===== src/rtl/bus_requester_if.sv =====
// Controller, arbiter and snooping-bus signals of one bus requester.
// master is the requester's view; slave is the environment's view.
interface bus_requester_if #(
   parameter int ADDR_WIDTH = 32,
   parameter int LINE_WIDTH = 256
);
   logic                  cmd_valid;
   logic                  cmd_ready;
   logic [1:0]            cmd_op;
   logic [ADDR_WIDTH-1:0] cmd_addr;
   logic [LINE_WIDTH-1:0] cmd_wdata;

   logic                  resp_valid;
   logic [LINE_WIDTH-1:0] resp_rdata;
   logic                  resp_shared;
   logic                  err;

   logic                  req;
   logic                  gnt;
   logic                  busy;

   logic                  bus_valid;
   logic [1:0]            bus_op;
   logic [ADDR_WIDTH-1:0] bus_addr;
   logic [LINE_WIDTH-1:0] bus_wdata;
   logic                  bus_ack;
   logic [LINE_WIDTH-1:0] bus_rdata;
   logic                  bus_shared;

   modport master (
      input  cmd_valid, cmd_op, cmd_addr, cmd_wdata,
      output cmd_ready,
      output resp_valid, resp_rdata, resp_shared, err,
      output req, busy,
      input  gnt,
      output bus_valid, bus_op, bus_addr, bus_wdata,
      input  bus_ack, bus_rdata, bus_shared
   );

   modport slave (
      output cmd_valid, cmd_op, cmd_addr, cmd_wdata,
      input  cmd_ready,
      input  resp_valid, resp_rdata, resp_shared, err,
      input  req, busy,
      output gnt,
      input  bus_valid, bus_op, bus_addr, bus_wdata,
      output bus_ack, bus_rdata, bus_shared
   );
endinterface


===== src/rtl/bus_requester.sv =====
// Per-cache initiator on the shared snooping bus: queues controller commands,
// requests the bus, runs one transaction at a time and returns the completion.
module bus_requester #(
   parameter int ADDR_WIDTH  = 32,
   parameter int LINE_WIDTH  = 256,
   parameter int QUEUE_DEPTH = 2,
   parameter int TIMEOUT     = 255
) (
   input logic             clk,
   input logic             rst,
   bus_requester_if.master bif
);
   // state | meaning
   // IDLE  | waiting for a queued command
   // REQ   | transaction loaded, requesting the bus
   // ISSUE | command phase on the bus, exactly one cycle
   // WAIT  | waiting for bus_ack or timeout
   // RESP  | completion presented to the controller, one cycle

   localparam int PTR_W = (QUEUE_DEPTH > 1) ? $clog2(QUEUE_DEPTH) : 1;
   localparam int CNT_W = $clog2(TIMEOUT + 1);
   localparam logic [CNT_W-1:0] CNT_LAST = CNT_W'(TIMEOUT - 1);
   localparam logic [PTR_W:0]   FULL_CNT = (PTR_W + 1)'(QUEUE_DEPTH);

   typedef enum logic [2:0] {
      S_IDLE  = 3'd0,
      S_REQ   = 3'd1,
      S_ISSUE = 3'd2,
      S_WAIT  = 3'd3,
      S_RESP  = 3'd4
   } state_t;

   state_t state_q, state_d;

   logic [1:0]            fifo_op    [QUEUE_DEPTH];
   logic [ADDR_WIDTH-1:0] fifo_addr  [QUEUE_DEPTH];
   logic [LINE_WIDTH-1:0] fifo_wdata [QUEUE_DEPTH];

   logic [PTR_W-1:0] wr_ptr_q, wr_ptr_d;
   logic [PTR_W-1:0] rd_ptr_q, rd_ptr_d;
   logic [PTR_W:0]   count_q, count_d;
   logic             push, pop, full, empty;

   logic [1:0]            txn_op_q, txn_op_d;
   logic [ADDR_WIDTH-1:0] txn_addr_q, txn_addr_d;
   logic [LINE_WIDTH-1:0] txn_wdata_q, txn_wdata_d;

   logic [CNT_W-1:0]      cnt_q, cnt_d;
   logic [LINE_WIDTH-1:0] rdata_q, rdata_d;
   logic                  shared_q, shared_d;
   logic                  err_q, err_d;

   logic on_bus, in_resp;

   assign full  = (count_q == FULL_CNT);
   assign empty = (count_q == '0);
   assign push  = bif.cmd_valid && !full;
   assign pop   = (state_q == S_IDLE) && !empty;

   // Write data is only meaningful for WriteBack, so other ops store zero.
   always_ff @(posedge clk) begin
      if (push) begin
         fifo_op[wr_ptr_q]    <= bif.cmd_op;
         fifo_addr[wr_ptr_q]  <= bif.cmd_addr;
         fifo_wdata[wr_ptr_q] <= (bif.cmd_op == 2'd3) ? bif.cmd_wdata : '0;
      end
   end

   always_comb begin
      wr_ptr_d = wr_ptr_q;
      rd_ptr_d = rd_ptr_q;
      count_d  = count_q;
      if (push) begin
         wr_ptr_d = wr_ptr_q + PTR_W'(1);
      end
      if (pop) begin
         rd_ptr_d = rd_ptr_q + PTR_W'(1);
      end
      case ({push, pop})
         2'b10:   count_d = count_q + (PTR_W + 1)'(1);
         2'b01:   count_d = count_q - (PTR_W + 1)'(1);
         default: count_d = count_q;
      endcase
   end

   always_comb begin
      state_d     = state_q;
      cnt_d       = cnt_q;
      txn_op_d    = txn_op_q;
      txn_addr_d  = txn_addr_q;
      txn_wdata_d = txn_wdata_q;
      rdata_d     = rdata_q;
      shared_d    = shared_q;
      err_d       = err_q;
      case (state_q)
         S_IDLE: begin
            if (!empty) begin
               state_d     = S_REQ;
               txn_op_d    = fifo_op[rd_ptr_q];
               txn_addr_d  = fifo_addr[rd_ptr_q];
               txn_wdata_d = fifo_wdata[rd_ptr_q];
            end
         end
         S_REQ: begin
            if (bif.gnt) begin
               state_d = S_ISSUE;
            end
         end
         S_ISSUE: begin
            state_d = S_WAIT;
            cnt_d   = CNT_W'(1);
         end
         S_WAIT: begin
            // cnt_q counts cycles since ISSUE; an ack on the last cycle still wins.
            if (bif.bus_ack) begin
               state_d  = S_RESP;
               rdata_d  = txn_op_q[1] ? '0 : bif.bus_rdata;
               shared_d = bif.bus_shared;
               err_d    = 1'b0;
            end else if (cnt_q == CNT_LAST) begin
               state_d  = S_RESP;
               rdata_d  = '0;
               shared_d = 1'b0;
               err_d    = 1'b1;
            end else begin
               cnt_d = cnt_q + CNT_W'(1);
            end
         end
         S_RESP: begin
            state_d = S_IDLE;
            cnt_d   = '0;
            err_d   = 1'b0;
         end
         default: begin
            state_d = S_IDLE;
         end
      endcase
   end

   always_ff @(posedge clk or posedge rst) begin
      if (rst) begin
         state_q     <= S_IDLE;
         wr_ptr_q    <= '0;
         rd_ptr_q    <= '0;
         count_q     <= '0;
         txn_op_q    <= '0;
         txn_addr_q  <= '0;
         txn_wdata_q <= '0;
         cnt_q       <= '0;
         rdata_q     <= '0;
         shared_q    <= 1'b0;
         err_q       <= 1'b0;
      end else begin
         state_q     <= state_d;
         wr_ptr_q    <= wr_ptr_d;
         rd_ptr_q    <= rd_ptr_d;
         count_q     <= count_d;
         txn_op_q    <= txn_op_d;
         txn_addr_q  <= txn_addr_d;
         txn_wdata_q <= txn_wdata_d;
         cnt_q       <= cnt_d;
         rdata_q     <= rdata_d;
         shared_q    <= shared_d;
         err_q       <= err_d;
      end
   end

   // All outputs decode registered state, so reset clears them asynchronously.
   assign on_bus  = (state_q == S_ISSUE) || (state_q == S_WAIT);
   assign in_resp = (state_q == S_RESP);

   assign bif.cmd_ready   = !full;
   assign bif.req         = (state_q == S_REQ);
   assign bif.busy        = on_bus;
   assign bif.bus_valid   = (state_q == S_ISSUE);
   assign bif.bus_op      = on_bus ? txn_op_q : 2'd0;
   assign bif.bus_addr    = on_bus ? txn_addr_q : '0;
   assign bif.bus_wdata   = on_bus ? txn_wdata_q : '0;
   assign bif.resp_valid  = in_resp;
   assign bif.resp_rdata  = in_resp ? rdata_q : '0;
   assign bif.resp_shared = in_resp && shared_q;
   assign bif.err         = in_resp && err_q;
endmodule

===== src/flat_wrapper.sv =====
// flat-port wrapper written by rule: the top's interface ports become plain ports
module bus_requester_flat 
#(
   parameter int ADDR_WIDTH  = 32,
   parameter int LINE_WIDTH  = 256,
   parameter int QUEUE_DEPTH = 2,
   parameter int TIMEOUT     = 255
)
  (clk, rst, bif_cmd_valid, bif_cmd_op, bif_cmd_addr, bif_cmd_wdata, bif_cmd_ready, bif_resp_valid, bif_resp_rdata, bif_resp_shared, bif_err, bif_req, bif_busy, bif_gnt, bif_bus_valid, bif_bus_op, bif_bus_addr, bif_bus_wdata, bif_bus_ack, bif_bus_rdata, bif_bus_shared);
  bus_requester_if #(.ADDR_WIDTH(ADDR_WIDTH), .LINE_WIDTH(LINE_WIDTH)) bif_i ();
  input logic clk;
  input logic rst;
  input wire logic [$bits(bif_i.cmd_valid)-1:0] bif_cmd_valid;
  input wire logic [$bits(bif_i.cmd_op)-1:0] bif_cmd_op;
  input wire logic [$bits(bif_i.cmd_addr)-1:0] bif_cmd_addr;
  input wire logic [$bits(bif_i.cmd_wdata)-1:0] bif_cmd_wdata;
  output wire logic [$bits(bif_i.cmd_ready)-1:0] bif_cmd_ready;
  output wire logic [$bits(bif_i.resp_valid)-1:0] bif_resp_valid;
  output wire logic [$bits(bif_i.resp_rdata)-1:0] bif_resp_rdata;
  output wire logic [$bits(bif_i.resp_shared)-1:0] bif_resp_shared;
  output wire logic [$bits(bif_i.err)-1:0] bif_err;
  output wire logic [$bits(bif_i.req)-1:0] bif_req;
  output wire logic [$bits(bif_i.busy)-1:0] bif_busy;
  input wire logic [$bits(bif_i.gnt)-1:0] bif_gnt;
  output wire logic [$bits(bif_i.bus_valid)-1:0] bif_bus_valid;
  output wire logic [$bits(bif_i.bus_op)-1:0] bif_bus_op;
  output wire logic [$bits(bif_i.bus_addr)-1:0] bif_bus_addr;
  output wire logic [$bits(bif_i.bus_wdata)-1:0] bif_bus_wdata;
  input wire logic [$bits(bif_i.bus_ack)-1:0] bif_bus_ack;
  input wire logic [$bits(bif_i.bus_rdata)-1:0] bif_bus_rdata;
  input wire logic [$bits(bif_i.bus_shared)-1:0] bif_bus_shared;
  assign bif_i.cmd_valid = bif_cmd_valid;
  assign bif_i.cmd_op = bif_cmd_op;
  assign bif_i.cmd_addr = bif_cmd_addr;
  assign bif_i.cmd_wdata = bif_cmd_wdata;
  assign bif_cmd_ready = bif_i.cmd_ready;
  assign bif_resp_valid = bif_i.resp_valid;
  assign bif_resp_rdata = bif_i.resp_rdata;
  assign bif_resp_shared = bif_i.resp_shared;
  assign bif_err = bif_i.err;
  assign bif_req = bif_i.req;
  assign bif_busy = bif_i.busy;
  assign bif_i.gnt = bif_gnt;
  assign bif_bus_valid = bif_i.bus_valid;
  assign bif_bus_op = bif_i.bus_op;
  assign bif_bus_addr = bif_i.bus_addr;
  assign bif_bus_wdata = bif_i.bus_wdata;
  assign bif_i.bus_ack = bif_bus_ack;
  assign bif_i.bus_rdata = bif_bus_rdata;
  assign bif_i.bus_shared = bif_bus_shared;
  bus_requester #(.ADDR_WIDTH(ADDR_WIDTH), .LINE_WIDTH(LINE_WIDTH), .QUEUE_DEPTH(QUEUE_DEPTH), .TIMEOUT(TIMEOUT)) u_core (.clk(clk), .rst(rst), .bif(bif_i));
endmodule

===== config.mk =====
export PLATFORM = sky130hd
export DESIGN_NAME = bus_requester_flat
export DESIGN_NICKNAME = d
export VERILOG_FILES = /design/src/rtl/bus_requester_if.sv /design/src/rtl/bus_requester.sv /design/src/flat_wrapper.sv
export SDC_FILE = /design/constraint.sdc
export NUM_CORES = 2
export LEC_CHECK = 0
export BUFFER_PORTS_ARGS = -buffer_cell sky130_fd_sc_hd__buf_2
export CAP_MARGIN = 20
export CORE_AREA = 2 2 433 435
export CTS_CLUSTER_DIAMETER = 120
export DETAILED_ROUTE_END_ITERATION = 10
export DIE_AREA = 0 0 435 437
export GPL_TIMING_DRIVEN = 0
export PLACE_DENSITY = 0.48
export SETUP_SLACK_MARGIN = 0.2
export SLEW_MARGIN = 20
export SYNTH_ARGS = -nofsm -noshare
export SYNTH_HDL_FRONTEND = slang
export SYNTH_SLANG_ARGS = --single-unit

===== constraint.sdc =====
create_clock -name clk -period 35 [get_ports clk]
set_clock_uncertainty 0.05 [all_clocks]
set_input_delay 10.5 -clock clk [delete_from_list [all_inputs] [get_ports clk]]
set_output_delay 10.5 -clock clk [all_outputs]
set_load 0.02 [all_outputs]

---- Word level (Yosys, flattened, before mapping) ----
Memory sizes are Yosys's and may differ from the RTL's. A register that Yosys moved wholly into a read port is not among the register bits.
Index checks and enable logic that the tools add are counted.
word-level totals
  register bits after elaboration ......... 273
  memory bits (writable) .................. 580
  input port bits ......................... 552
  output and inout bits ................... 553
  word-level logic and storage cells ...... 73
  memories ................................ 3
cells by class
  add/subtract/negate cells ............... 5
  equality and inequality tests ........... 14
  muxes and demuxes ....................... 24
  bitwise operators ....................... 1
  reductions and logical operators ........ 18
memory list
  memory             depth  bits a word  read ports  clocked after memory_dff  write ports  RTL line             source
  u_core.fifo_wdata  2      256          1           1                         1            bus_requester.sv:37  logic [LINE_WIDTH-1:0] fifo_wdata [QUEUE_DEPTH];
  u_core.fifo_addr   2      32           1           1                         1            bus_requester.sv:36  logic [ADDR_WIDTH-1:0] fifo_addr [QUEUE_DEPTH];
  u_core.fifo_op     2      2            1           1                         1            bus_requester.sv:35  logic [1:0] fifo_op [QUEUE_DEPTH];
operators with widths
  operator                                                          count
  256-bit two-way mux                                               6
  32-bit two-way mux                                                1
  8-bit case mux with 3 select lines                                1
  8-bit two-way mux                                                 2
  3-bit two-way mux                                                 4
  3-bit case mux with 4 select lines                                1
  8-bit by 1-bit adder with 8-bit output (second input constant)    1
  8-bit == test (second input constant)                             1
  2-bit == test (second input constant)                             3
  3-bit by 2-bit == test with 1-bit output (second input constant)  2
  1-bit two-way mux                                                 6
  2-bit != test (second input constant)                             3
  2-bit AND reduction                                               3
  3-bit AND reduction                                               2
  2-bit nonzero test                                                3
  1-bit logical AND                                                 4
  2-bit case mux with 2 select lines                                1
  3-bit by 1-bit == test with 1-bit output (second input constant)  1
  3-bit == test (second input constant)                             1
  3-bit zero test                                                   1
  3-bit by 2-bit != test with 1-bit output (second input constant)  1
  3-bit nonzero test                                                1
  1-bit adder (second input constant)                               2
  2-bit by 1-bit adder with 2-bit output (second input constant)    1
  other kinds (9)                                                   10

---- Longest topological paths before layout ----
  depth in word-level cells ............... 5
  mapped depth ............................ 8
  depth with buffers taken out ............ 6

---- Worst setup path before layout ----
OpenSTA, ideal clock, no wires.
  path kind ............................... input -> register
  start ................................... input port bif_cmd_valid
  end ..................................... memory u_core.fifo_addr[0][0], enable pin
  library setup time ...................... 0.947 ns
  data arrival time ....................... 22.607 ns
  data required time ...................... 34.003 ns
  setup slack ............................. 11.396 ns
  stages .................................. 2
  buffers on the path ..................... 0
  path through ............................ nand2_1 > nor2_1
between the ends
  cells in the longest elaborated chain, start to end .. 3
ends and longest elaborated chain
  what                                     RTL line             source
  start, declared                          flat_wrapper.sv:13   input wire logic [$bits(bif_i.cmd_valid)-1:0] bif_cmd_valid;
  1-bit logical AND                        bus_requester.sv:57  assign push = bif.cmd_valid && !full;
  1-bit two-way mux                        bus_requester.sv:62  if (push) begin
  1-bit two-way mux (not written as such)  bus_requester.sv:64  fifo_addr[wr_ptr_q] <= bif.cmd_addr;
  end, declared                            bus_requester.sv:36
No other way between the ends.

---- Worst setup path after layout ----
  start ................................... register u_core.state_q[1]
  end ..................................... output port bif_resp_rdata[157]
between the ends
  cells in the longest elaborated chain, start to end .. 2
ends and longest elaborated chain
  what                    RTL line              source
  start, declared         bus_requester.sv:33   state_t state_q, state_d;
  start signal, assigned  bus_requester.sv:154  state_q <= state_d;
  3-bit == test           bus_requester.sv:170  assign in_resp = (state_q == S_RESP);
  256-bit two-way mux     bus_requester.sv:180  assign bif.resp_rdata = in_resp ? rdata_q : '0;
  end, declared           flat_wrapper.sv:19    output wire logic [$bits(bif_i.resp_rdata)-1:0] bif_resp_rdata;
No other way between the ends.

==> summary.txt <==
Sw Share - 36.4%
Clk pwr share - 27.5%
Most common cell in the synthesized netlist - edfxtp_1
Total GRT Usage - 18.4%
Most area-hungry cell type in the Yosys netlist - edfxtp_1
Multi-input gate area - 13200 um^2
Htree depth - 4
Post-CTS Setup Bufs - 0
Final setup fails - 0
Slew headroom - 34.5%
FF-to-FF path depth - 7
Async set-or-reset flop fraction in the synthesized netlist - 49.3%
CP Max Fanout - 10
Nets - 5255
Comb pwr share - 33.8%
Critical path buffers and inverters - 4
CP endpoint kind - output pin
CTS Root Buffer Type - clkbuf_16
CP Class - flop to output pin
Flop pwr share - 38.7%
Final WL - 180 mm
CTS Buffer Depth - 3
Max VDD drop - 37.5 uV
First-pass GRT wire length - 251 mm
Sw power - 1930 uW
R2r startpoint - u_core.state_q[1]
Cell internal pwr - 3380 uW
Min Tclk post-route - 13.96 ns
Chip height - 437 um
Synth top cells by count - edfxtp_1 (580), dfrtp_1 (563), and2_1 (549)
Grt ovf - 0
Hold Path Cell Cnt - 1
Count of unique library cells instantiated by Yosys - 42
Initial Util - 24.8%
Quantity of hold-fixing buffers added after cts - 0
Seq. cell area - 31500 um^2
Vias/cell - 4.47
Final Wtd Congestion - 0.940
Outcome - finished clean
Post-Syn Area - 45900 um^2
Tightest Pin Transition - 0.983 ns
RR Endpoint - u_core.count_q[1]
CP dominant cell by count - buf_2
Post-route ant nets - 0
Synthesized area per cell - 13.4 um^2
CP Data Required Time - 24.45 ns
Initial antenna violation count - 80
Number of port buffers - 1104
Synthesized flop and latch total - 1143
Worst Hold Endpoint - u_core.shared_q
Post-synth EDFFs - 580
Setup WS pre-CTS - 21.67 ns
Clock Latency Late Sink - 0.79 ns
Register area share after synthesis - 68.6%
Mapped Nets - 3980
Slowest CP cell - clkbuf_1
Cells after synthesis - 3425
Num CTS Buffers - 137
DIE AREA - 190000 um^2
Hold Worst Slack - 0.430 ns
Top cell type's share of synthesized area - 37.9%
Worst Hold Launch - u_core.shared_q
Ports - 1105
Via count - 32735
R2r setup slk - 31.68 ns
1st-iter DRT viols - 1732
Core area - 185000 um^2
PD cells - 88.5 nW/um^2
Setup tns final - 0 ns
Total power - 5320 uW
Setup crit start - u_core.state_q[1]
Fin worst setup slack - 21.04 ns
Synth top area cells - edfxtp_1 (38%), dfrtp_1 (31%), and2_1 (7.5%)
Horiz. Die Dim - 435 um
Clock Sinks - 1143
Hold/Removal Path Class - flop to flop
Detail Placement HPWL - 135 mm
Max-cap violation count - 0
Average wire per standard cell - 24.5 um
Synthesis-to-layout area growth - 30.9%
Final period util - 39.9%
CP max stage delay - 0.48 ns
Final-layout fill cell count - 19003
Layout cell share with drive strength beyond 1 - 30.1%
CTS tree - done
Most used DFF post-synth - edfxtp_1
Setup crit start kind - flop
Pins Over Slew Limit - 0
Vias in the first global route - 33819
Cell Rows - 158
Reg clk slew, reported paths - 0.05 ns
Leakage - 0.0274 uW
Crit path DAT - 3.41 ns
Yosys warns - 0
CP top delay family - buffers and inverters
Final Hold Vio Count - 0
DRC errors left - 0
Pin count of the biggest net entering global routing - 93
Detailed Routing Iterations Pass 1 - 5
Crit path cell chain - buf_2 > nand2b_1 > nor2_2 > buf_2 > clkbuf_1 > and2_1 > buf_2
RSZ-0062 raised after global routing - false
Max Freq - 71.6 MHz
Cts repair resizes - 0
## routing by layer
metal	wire length, um	share of wire [%]	global-route usage (%)
met3	11700	6.5	5.18
met2	96300	54	34.2
met4	9490	5.3	9.17
met5	327	0.18	0
met1	61900	34	18.7
## sequential cells by signal, indices dropped and copies added (netlist names), 3 cells and up
signal              count
u_core.txn_addr_q      32
u_core.fifo_wdata     512
u_core.cnt_q            8
u_core.fifo_op          4
u_core.txn_wdata_q    256
u_core.state_q          3
u_core.rdata_q        256
u_core.fifo_addr       64
## power groups by stage
stage	Combinational [uW]	Sequential, uW	Clock (uW)
final	1800	2060	1460
after global routing	1960	2100	1560
after CTS	1850	2060	1510
after detailed placement	1840	2080	0
after global placement	1760	2220	0
after floorplan	1120	2080	0
## cell type report
| type | instances | share of cell area, % |
|---|---|---|
| Timing Repair Buffer | 1136 | 10.6 |
| Inverter | 7 | 0.0562 |
| Buffer | 273 | 1.92 |
| Tap cell | 2480 | 5.16 |
| Multi-Input combinational cell | 2002 | 22.0 |
| Antenna cell | 38 | 0.158 |
| Sequential cell | 1143 | 52.4 |
| Clock inverter | 58 | 1.14 |
| Clock buffer | 193 | 6.54 |
## kinds of logic after synthesis
logic type / count (synthesis) / share of synthesized area [%]
AO/OA/AOI/OAI: 565 / 8.41
XOR/XNOR: 5 / 0.0954
adder cells (fa/ha/maj): 3 / 0.0818
buffers and inverters: 280 / 2.54
flip-flops: 1143 / 68.6
multiplexers: 290 / 6.32
AND/OR/NAND/NOR: 1139 / 13.9
## layout by cell type, fill, tap and decap left out, types with 23 or more instances in the layout
cell type / n
edfxtp_1: 580
clkbuf_1: 191
and3_1: 263
clkbuf_16: 140
buf_2: 1182
a22o_1: 256
and2_1: 549
buf_16: 24
diode_2: 38
a21oi_1: 292
dfrtp_1: 563
mux2i_1: 290
nor2_1: 296
clkbuf_8: 23
## stage by stage
stage	util, %	std cells	cell area (um^2)
2_1_floorplan	-	3425	45900
3_3_place_gp	29.5	7009	54500
3_5_place_dp	29.9	7041	55400
4_1_cts	32.4	7292	60000
5_1_grt	32.4	7307	60000
6_report	32.5	7330	60100
## worst max path at each step
stage                                  endpoint  slack, ns  cells past startpoint
final                       bif_resp_rdata[157]      21.04                      7
after global routing        bif_resp_rdata[159]      20.78                      7
after CTS                   bif_resp_rdata[157]      20.76                      7
after detailed placement    bif_resp_rdata[157]      21.67                      7
after global placement    u_core.txn_addr_q[28]      -0.87                      2
after floorplan                 u_core.cnt_q[0]       8.70                      1
## worst reg2reg max path: stages (launching register included)
cell and delay, ns:
dfrtp_1 0.36, buf_2 0.18, nor4_4 0.73, buf_2 0.55, buf_1 0.71, ha_1 0.38, nor2_1 0.14, xor2_1 0.14
No activity file was read; power rests on OpenSTA's default activity.
